--- src/rtl/debug_responder.sv ---
// debug_responder: debug-bus register target (CMD/ADDR/DATA/STATUS) that runs halt/run/step/GPR/memory commands on the core.
// Latency: register reads 1 clk; RUN/NOP/WR_REG/error commands ack 1 clk after req, the rest once the core responds.
// Backpressure: req is held until the one-cycle ack; DEBUG_TIMEOUT_EN bounds every wait state at TIMEOUT_CYCLES.
module debug_responder #(
    parameter int REG_SEL_W      = 4,
    parameter int TIMEOUT_CYCLES = 1024
) (
    input  logic                 clk,
    input  logic                 rst_n,
    input  logic [1:0]           addr,
    input  logic [31:0]          write_data,
    input  logic                 wr_en,
    input  logic                 req,
    output logic [31:0]          read_data,
    output logic                 ack,
    output logic                 cpu_halt_req,
    input  logic                 cpu_halted,
    output logic                 cpu_step,
    input  logic                 cpu_step_done,
    output logic [REG_SEL_W-1:0] reg_sel,
    output logic                 reg_rd_en,
    input  logic [31:0]          reg_rd_val,
    output logic                 reg_wr_en,
    output logic [31:0]          reg_wr_val,
    output logic                 mem_req,
    output logic                 mem_wr_en,
    output logic [31:0]          mem_addr,
    output logic [31:0]          mem_wr_data,
    input  logic [31:0]          mem_rd_data,
    input  logic                 mem_ack
);
    typedef enum logic [2:0] {IDLE, HALT_WAIT, STEP_WAIT, REG_RD, MEM_WAIT, DONE} state_t;

    localparam logic [2:0] CMD_HALT   = 3'd0;
    localparam logic [2:0] CMD_RUN    = 3'd1;
    localparam logic [2:0] CMD_STEP   = 3'd2;
    localparam logic [2:0] CMD_RD_REG = 3'd3;
    localparam logic [2:0] CMD_WR_REG = 3'd4;
    localparam logic [2:0] CMD_RD_MEM = 3'd5;
    localparam logic [2:0] CMD_WR_MEM = 3'd6;
    localparam logic [2:0] CMD_NOP    = 3'd7;

    state_t      state;
    logic [31:0] cmd_q;
    logic [31:0] addr_q;
    logic [31:0] data_q;
    logic        err_nothalt;
    logic        err_timeout;
    logic [31:0] status;
    logic [31:0] rd_mux;
    logic        timeout;
    logic [2:0]  op;

    assign op          = cmd_q[2:0];
    assign status      = {28'b0, err_nothalt, err_timeout, state != IDLE, cpu_halted};
    assign ack         = (state == DONE);
    assign reg_sel     = addr_q[REG_SEL_W-1:0];
    assign reg_wr_val  = data_q;
    assign mem_addr    = addr_q;
    assign mem_wr_data = data_q;

`ifdef DEBUG_TIMEOUT_EN
    localparam int CNT_W = $clog2(TIMEOUT_CYCLES);
    logic [CNT_W-1:0] wait_cnt;
    logic             in_wait;

    assign in_wait = (state == HALT_WAIT) || (state == STEP_WAIT) || (state == MEM_WAIT);
    // Count starts at 0 on wait-state entry, so the limit hits on the TIMEOUT_CYCLES-th wait cycle.
    assign timeout = (wait_cnt == CNT_W'(TIMEOUT_CYCLES - 1));

    always_ff @(posedge clk or negedge rst_n) begin
        if (!rst_n) begin
            wait_cnt <= '0;
        end else if (in_wait) begin
            wait_cnt <= wait_cnt + CNT_W'(1);
        end else begin
            wait_cnt <= '0;
        end
    end
`else
    logic [31:0] unused_timeout_cfg;
    assign timeout            = 1'b0;
    assign unused_timeout_cfg = 32'(TIMEOUT_CYCLES);
`endif

    always_comb begin
        rd_mux = '0;
        case (addr)
            2'd0:    rd_mux = cmd_q;
            2'd1:    rd_mux = addr_q;
            2'd2:    rd_mux = data_q;
            default: rd_mux = status;
        endcase
    end

    always_ff @(posedge clk or negedge rst_n) begin
        if (!rst_n) begin
            state        <= IDLE;
            cmd_q        <= '0;
            addr_q       <= '0;
            data_q       <= '0;
            err_nothalt  <= 1'b0;
            err_timeout  <= 1'b0;
            read_data    <= '0;
            cpu_halt_req <= 1'b0;
            cpu_step     <= 1'b0;
            reg_rd_en    <= 1'b0;
            reg_wr_en    <= 1'b0;
            mem_req      <= 1'b0;
            mem_wr_en    <= 1'b0;
        end else begin
            read_data <= rd_mux;
            cpu_step  <= 1'b0;
            reg_rd_en <= 1'b0;
            reg_wr_en <= 1'b0;
            case (state)
                IDLE: begin
                    if (wr_en) begin
                        case (addr)
                            2'd0: begin
                                cmd_q       <= write_data;
                                err_nothalt <= 1'b0;
                                err_timeout <= 1'b0;
                            end
                            2'd1:    addr_q <= write_data;
                            2'd2:    data_q <= write_data;
                            default: ;
                        endcase
                    end
                    // Decode uses the CMD already latched; a same-cycle CMD write applies to the next req.
                    if (req) begin
                        state <= DONE;
                        case (op)
                            CMD_HALT: begin
                                cpu_halt_req <= 1'b1;
                                state        <= HALT_WAIT;
                            end
                            CMD_RUN: cpu_halt_req <= 1'b0;
                            CMD_STEP, CMD_RD_REG, CMD_WR_REG: begin
                                if (!cpu_halted) begin
                                    err_nothalt <= 1'b1;
                                end else if (op == CMD_STEP) begin
                                    cpu_step <= 1'b1;
                                    state    <= STEP_WAIT;
                                end else if (op == CMD_RD_REG) begin
                                    reg_rd_en <= 1'b1;
                                    state     <= REG_RD;
                                end else begin
                                    reg_wr_en <= 1'b1;
                                end
                            end
                            CMD_RD_MEM, CMD_WR_MEM: begin
                                mem_req   <= 1'b1;
                                mem_wr_en <= (op == CMD_WR_MEM);
                                state     <= MEM_WAIT;
                            end
                            CMD_NOP: ;
                            default: ;
                        endcase
                    end
                end
                HALT_WAIT: begin
                    if (cpu_halted) begin
                        state <= DONE;
                    end else if (timeout) begin
                        err_timeout <= 1'b1;
                        state       <= DONE;
                    end
                end
                STEP_WAIT: begin
                    if (cpu_step_done) begin
                        state <= DONE;
                    end else if (timeout) begin
                        err_timeout <= 1'b1;
                        state       <= DONE;
                    end
                end
                REG_RD: begin
                    data_q <= reg_rd_val;
                    state  <= DONE;
                end
                MEM_WAIT: begin
                    if (mem_ack) begin
                        if (!mem_wr_en) data_q <= mem_rd_data;
                        mem_req   <= 1'b0;
                        mem_wr_en <= 1'b0;
                        state     <= DONE;
                    end else if (timeout) begin
                        err_timeout <= 1'b1;
                        mem_req     <= 1'b0;
                        mem_wr_en   <= 1'b0;
                        state       <= DONE;
                    end
                end
                DONE:    state <= IDLE;
                default: state <= IDLE;
            endcase
        end
    end
endmodule
--- config.mk ---
export PLATFORM = sky130hd
export DESIGN_NAME = debug_responder
export DESIGN_NICKNAME = d
export VERILOG_FILES = /design/src/rtl/debug_responder.sv
export SDC_FILE = /design/constraint.sdc
export NUM_CORES = 1
export LEC_CHECK = 0
export BUFFER_PORTS_ARGS = -buffer_cell sky130_fd_sc_hd__buf_2
export CORE_MARGIN = 3
export CORE_UTILIZATION = 33
export CTS_CLUSTER_SIZE = 8
export DETAILED_ROUTE_END_ITERATION = 8
export PLACE_DENSITY_LB_ADDON = 0.1
export RECOVER_POWER = 100
export SETUP_SLACK_MARGIN = 0.1
export SLEW_MARGIN = 20
export SYNTH_ARGS = -nofsm -noshare
export SYNTH_HDL_FRONTEND = slang
export SYNTH_SLANG_ARGS = --single-unit
--- constraint.sdc ---
create_clock -name clk -period 2.53 [get_ports clk]
set_clock_uncertainty 0.1 [all_clocks]
set_input_delay 0.253 -clock clk [delete_from_list [all_inputs] [get_ports clk]]
set_output_delay 0.253 -clock clk [all_outputs]
set_load 0.02 [all_outputs]
==> results.ini, run 1 <==
[layout]
num_antenna_cells = 0
drive_above_1_share = 0.251
register_area_um2 = 3460
nFillCells = 2235
multi_input_area_um2 = 3380
final_nets = 1027
syn_to_final_growth_pct = 22.1

[place]
dp_slack_ns = 0.363
gp_congestion = 0.754
port_buffers = 243
place_hpwl_um = 15700

[synth]
synth_area_um2 = 7430
synth_flop_cell = dfrtp_1
yosys.area.top_type = dfrtp_1
syn_nets = 838
synth_edf_count = 0
synth_cells = 733
synth.area.top_cells = dfrtp_1 (46%), mux2_2 (9.7%), o21ai_0 (6.5%)
synth_top_area_frac = 0.465
ys_seq_area_frac = 0.465
synth.distinct_cells = 39
syn_area_per_cell_um2 = 10.1
ys_warn_count = 0
postSynth.asyncResetShare = 1.00
yosys_register_bits = 138

[routing]
vias_per_cell = 5.04
final_antenna_net_count = 0
post-route-drc-count = 0
wl_met3_um = 1090
drt_iter0_drc = 302
routed.top_layer = met4
vias = 6127
wl_met2_um = 10700
wl_met1_um = 10500
post_drt_wl_per_cell_um = 18.6
drt_pass1_iterations = 4
drt_wl_total_um = 22600

[hold_path]
whs_path_depth = 2
hold_class = primary input to flop
hp-start = write_data[21]
hold_end = mem_addr[21]

[setup_path]
cp_max_fo = 16
rr_startpoint = state[2]
criticalPathCategory = flop to flop
crit_arrival_ns = 2.48
required_ns = 2.72
rrSetupSlack_ns = 0.24
cp-start-kind = flop
rr_worst_depth = 5
endpoint_kind = flop
rr_endpoint = mem_addr[21]

[timing]
hold_violations = 0
setup-violations-final = 0
fmax_mhz = 438
fin_ws_ns = 0.244
worst_slew_pin_slew_ns = 1.72
rsz0062_at_grt = no
fin_crit_ns = 2.29
hold_ws_ns = 0.0337
period_share = 0.903
drv_slew = 16
tns_ns = 0
slew_headroom = -0.149

[global_route]
grt_antenna_before_repair = 0
grt_pass1_wl_um = 34700
grt_pass1_vias = 5952
grt_use_total = 0.182
grt_max_degree = 101
grt-ovfl-total = 0

[floorplanning]
die_w_um = 156
core-area_um2 = 22000
initial_core_util = 0.338
io-pin-count = 244
rows = 54
die_h_um = 156
die_area_um2 = 24400

[cts]
ctsRootBufferMaster = clkbuf_16
clk_pin_slew_worst_paths_ns = 0.06
cts_setup_buffers = 0
cts_tree = built
cts_buffers = 17
clock_latency_ns = 0.41
clkSinkCount = 138
clk_path_buf_depth = 2
htreeDepth = 4

[run_status]
failed_checks = capacitance limit, slew limit
status = finished with violations

[run]
cap_violations = 1

[pwr]
total_leakage_power_nw = 3.70
power.density_nw_per_um2 = 1290
peakVddDrop_mv = 0.519

==> power breakdown <==
group | internal [W] | switching [W] | leakage, nW
Combinational | 0.00190 | 0.00320 | 1.77
Clock | 0.00158 | 0.00100 | 0.286
Sequential | 0.00320 | 0.000796 | 1.64
==> what timing repair did <==
| action | CTS | global route |
|---|---|---|
| hold buffers | 1 | 0 |
| endpoints found under the hold margin | 53 | 0 |
| gates resized for setup | 0 | 0 |
==> layout by cell type (no fill, tap or decap), types with 2 or more instances in the layout <==
master	netlist	routed
mux2_2	64	64
dfrtp_2	0	2
bufinv_16	0	3
buf_4	36	16
buf_2	9	104
nand3_1	3	3
nor2b_1	68	68
clkbuf_1	40	140
buf_12	0	3
nor3_1	36	36
and2_1	2	2
o21ai_0	96	96
o311ai_0	32	32
nor3b_1	33	33
inv_6	0	3
o21a_1	2	2
clkinv_2	0	2
clkbuf_2	0	5
inv_1	2	2
dfrtp_1	138	135
mux2i_1	30	30
nor2_1	36	36
clkinvlp_4	0	4
nand2_1	33	33
clkbuf_16	0	17
o31ai_1	2	2
a21oi_1	36	36
mux4_2	3	3
nand2b_1	2	2
==> cells in the mapped netlist (all sizes together) (3+ instances only) <==
| library cell | number |
|---|---|
| nor3b | 33 |
| nor2 | 36 |
| mux2i | 30 |
| dfrtp | 138 |
| nor3 | 37 |
| o21ai | 96 |
| a21oi | 36 |
| mux2 | 66 |
| nor2b | 68 |
| nand2 | 34 |
| buf | 56 |
| o311ai | 32 |
| clkbuf | 43 |
| nand3 | 3 |
| mux4 | 3 |
==> sequential cells by signal (all words and copies together) (netlist names) <==
name          cells
cmd_q            32
mem_addr         32
mem_wr_data      32
read_data        32
state             3
cpu_halt_req      1
cpu_step          1
err_nothalt       1
mem_req           1
mem_wr_en         1
reg_rd_en         1
reg_wr_en         1
==> cells by family (layout without fill, tap and decap cells) <==
kind of cell / Yosys count / count (layout) / share of synthesized area
mux: 99 / 99 / 0.151
xor+xnor: 1 / 1 / 0.00118
compound gates: 173 / 173 / 0.138
simple gates: 221 / 221 / 0.166
flops: 138 / 138 / 0.465
buf+inv: 101 / 303 / 0.0798
==> metrics by stage <==
step	utilization	power (W)	cells	area [µm²]
after detailed placement	0.395	0.00946	1182	8670
after global routing	0.413	0.0125	1215	9070
after floorplan	-	0.00791	733	7430
after CTS	0.423	0.0121	1215	9290
final	0.413	0.0117	1215	9070
after global placement	0.395	0.00944	1182	8670
==> worst max-delay path: stages, from the launching register on <==
cell      delay (ns)
dfrtp_4         0.49
or4b_4          0.59
nor2_1          0.13
nand2_2         0.06
clkbuf_2        0.36
mux2_1          0.42
==> area by class of cell <==
| class | count | share of cell area |
|---|---|---|
| inverters | 2 | 0.000827 |
| repair buffers | 269 | 0.139 |
| clock inverters | 13 | 0.0182 |
| clock buffers | 19 | 0.0488 |
| multi-input cells | 494 | 0.373 |
| flip-flops and latches | 138 | 0.381 |
| well taps | 280 | 0.0386 |
==> worst max-delay path by stage <==
stage / start / endpoint / slack (ns) / cells after the start
global route: state[2] / mem_addr[21] / 0.16 / 5
floorplan: state[0] / cmd_q[10] / 0.51 / 5
global placement: state[2] / cmd_q[18] / 0.41 / 4
detailed placement: state[2] / cmd_q[17] / 0.36 / 4
finish: state[2] / mem_addr[21] / 0.24 / 5
CTS: state[2] / cmd_q[17] / 0.36 / 4
==> metal layers <==
layer | vias up | track usage
li1 | 2963 | -
met1 | 2978 | 0.248
met2 | 170 | 0.298
met3 | 16 | 0.0394
met4 | 0 | 0.0450
met5 | - | 0
Power figures use the tool's default switching activity.
==> run 2: changes to the inputs <==
--- a/config.mk
+++ b/config.mk
@@ -8,8 +8,10 @@
 export BUFFER_PORTS_ARGS = -buffer_cell sky130_fd_sc_hd__buf_2
 export CORE_MARGIN = 3
 export CORE_UTILIZATION = 33
+export CTS_BUF_LIST = sky130_fd_sc_hd__clkbuf_8
 export CTS_CLUSTER_SIZE = 8
 export DETAILED_ROUTE_END_ITERATION = 8
+export GPL_TIMING_DRIVEN = 0
 export PLACE_DENSITY_LB_ADDON = 0.1
 export RECOVER_POWER = 100
 export SETUP_SLACK_MARGIN = 0.1
==> constraint.sdc (replaced) <==
create_clock -name clk -period 2.53 [get_ports clk]
set_clock_uncertainty 0.1 [all_clocks]
set_input_delay 0.1265 -clock clk [delete_from_list [all_inputs] [get_ports clk]]
set_output_delay 0.1265 -clock clk [all_outputs]
set_load 0.02 [all_outputs]
==> run 2 against run 1 <==
  * The flow still finishes with violations (capacitance limit, slew limit)
  * Routed wire length up 11%
  * Via count increased by 8.4%
  * Count of clock-buffer cells in the layout is the same
  * Critical endpoint is now cmd_q[14]
==> results.ini, run 2 (synthesis results as in run 1) <==
[timing]
slew_headroom = -0.179  ; -0.0305
tns_ns = 0  ; unchanged
worst_slew_pin_slew_ns = 1.77  ; +0.0492 ns
setup-violations-final = 0  ; unchanged
hold_violations = 0  ; unchanged
drv_slew = 68  ; +52
fin_crit_ns = 2.38  ; +0.0919 ns
period_share = 0.940  ; +0.0363
rsz0062_at_grt = no
fmax_mhz = 421  ; -3.9%

[global_route]
grt_antenna_before_repair = 5  ; +5
grt_max_degree = 72  ; -29%
grt-ovfl-total = 0  ; unchanged
grt_use_total = 0.204  ; +0.0215
grt_pass1_wl_um = 38400  ; +11%
grt_pass1_vias = 6550  ; +10%

[routing]
drt_pass1_iterations = 5  ; +1
wl_met1_um = 11500  ; +9.5%
wl_met3_um = 1440  ; +32%
routed.top_layer = met5
post-route-drc-count = 0  ; unchanged
drt_iter0_drc = 286  ; -5.3%
wl_met2_um = 11800  ; +10%
vias = 6642  ; +8.4%
final_antenna_net_count = 0  ; unchanged
post_drt_wl_per_cell_um = 19.0  ; +2.3%
vias_per_cell = 5.02  ; -0.52%
drt_wl_total_um = 25200  ; +11%

[setup_path]
cp-start-kind = flop
critical_path.max_stage_delay_ns = 0.62  ; +0.03 ns
path_cells = or4b_4, nor3_4, buf_6, mux2_2
slowest_stage = or4b_4
endpoint = cmd_q[14]
rr_endpoint = cmd_q[14]
rr_worst_depth = 4  ; -1
path_buf_inv = 1  ; unchanged
rr_startpoint = state[2]
rrSetupSlack_ns = 0.15  ; -0.09 ns
required_ns = 2.76  ; +0.04 ns
cp_max_fo = 10  ; -6
endpoint_kind = flop
critical-path-top-delay-family = simple AND/OR/NAND/NOR gates
cp.depth = 4  ; -1
cp-startpoint = state[2]
crit_arrival_ns = 2.61  ; +0.13 ns
criticalPathCategory = flop to flop

[pwr]
power.total_w = 0.0114  ; -2.5%
peakVddDrop_mv = 0.535  ; +3.0%
power.density_nw_per_um2 = 1190  ; -7.3%
total_leakage_power_nw = 3.93  ; +6.0%

[layout]
drive_above_1_share = 0.252  ; +0.000820
design_area_um2 = 9540  ; +5.1%
nFillCells = 2212  ; -1.0%
syn_to_final_growth_pct = 28.3
fin_util = 0.434  ; +0.0212
final_nets = 1135  ; +11%
mostFrequentLayoutCells = clkbuf_1 (175), dfrtp_1 (138), buf_2 (111)
multi_input_area_um2 = 3380  ; -0.18%
register_area_um2 = 3450  ; -0.18%
layout_commonest_cell = clkbuf_1

[run_status]
failed_checks = capacitance limit, slew limit
status = finished with violations

[hold_path]
hold_class = primary input to flop

[floorplanning]
die_w_um = 156  ; unchanged
initial_core_util = 0.338  ; unchanged
io-pin-count = 244  ; unchanged
die_area_um2 = 24400  ; unchanged
core-area_um2 = 22000  ; unchanged
rows = 54  ; unchanged
die_h_um = 156  ; unchanged

[cts]
htreeDepth = 4  ; unchanged
cts_tree = built
clk_pin_slew_worst_paths_ns = 0.09  ; +0.03 ns
cts_buffers = 17  ; unchanged
clock_latency_ns = 0.46  ; +0.05 ns
clkSinkCount = 138  ; unchanged
ctsRootBufferMaster = clkbuf_8
clk_path_buf_depth = 2  ; unchanged

[place]
gp_congestion = 0.796  ; +5.5%
port_buffers = 241  ; -0.82%
placed_area_um2 = 9030  ; +4.1%
place_hpwl_um = 18200  ; +16%

[run]
cap_violations = 1  ; unchanged

-- run 2: changes by cell type in the layout (fill, tap and decap cells not counted), moves of 4 or more --
| cell | previous run | this run |
|---|---|---|
| buf_4 | 16 | 34 |
| clkbuf_1 | 140 | 175 |
| clkbuf_8 | 1 | 19 |
| buf_2 | 104 | 111 |
| buf_6 | 0 | 5 |
| clkbuf_16 | 17 | 0 |
| clkbuf_2 | 5 | 9 |
| dlygate4sd3_1 | 1 | 37 |
-- run 2: metal layers --
metal / vias up / GRT usage
met4: 8 / 0.0589
met1: 3200 / 0.276
met2: 224 / 0.329
li1: 3174 / -
met3: 36 / 0.0455
met5: - / 0
-- run 2: through the flow --
stage	std cells	hold slack, ns	worst slack [ns]
after global placement	1254	0.334	-0.939
after global routing	1324	0.0926	0.0801
after detailed placement	1255	0.0198	0.0954
final	1324	0.0659	0.152
after floorplan	733	-0.269	0.512
after CTS	1323	0.0531	0.107
-- run 2: report_power, final --
| part | internal [W] | switching (W) |
|---|---|---|
| registers | 0.00318 | 0.000718 |
| clock network | 0.000731 | 0.000957 |
| logic | 0.00227 | 0.00353 |
| total | 0.00619 | 0.00520 |
-- run 2: layout make-up --
cell class / count / area share
plain buffers: 98 / 0.0588
well taps: 280 / 0.0367
flip-flops and latches: 138 / 0.362
diodes: 1 / 0.000262
inverters: 2 / 0.000787
clock buffers: 19 / 0.0274
multi-input cells: 494 / 0.354
repair buffers: 279 / 0.150
clock inverters: 13 / 0.00984
-- run 2: worst min-delay path by stage --
stage | cells past startpoint | to | slack, ns | start
after global placement | 2 | mem_addr[20] | 0.33 | write_data[20]
after global routing | 5 | mem_wr_data[20] | 0.09 | mem_rd_data[20]
final | 5 | mem_wr_data[20] | 0.07 | mem_rd_data[20]
after CTS | 5 | mem_wr_data[20] | 0.05 | mem_rd_data[20]
after floorplan | 0 | cmd_q[0] | -0.27 | rst_n
after detailed placement | 1 | mem_req | 0.02 | rst_n
-- run 2: repair_timing --
item / 4_1_cts / 5_1_grt
setup buffers: 0 / 0
resized for setup: 3 / 2
hold buffers: 37 / 0
setup endpoints to repair: 5 / 8
pin swaps: 0 / 0
hold endpoints to repair: 159 / 0
-- run 2: worst min-delay path, delay by kind of cell --
| kind | cells | cell delay, ns |
|---|---|---|
| buffers and inverters | 1 | 0.09 |
| and+or+nand+nor | 1 | 0.11 |
| AOI/OAI and AO/OA | 3 | 0.25 |
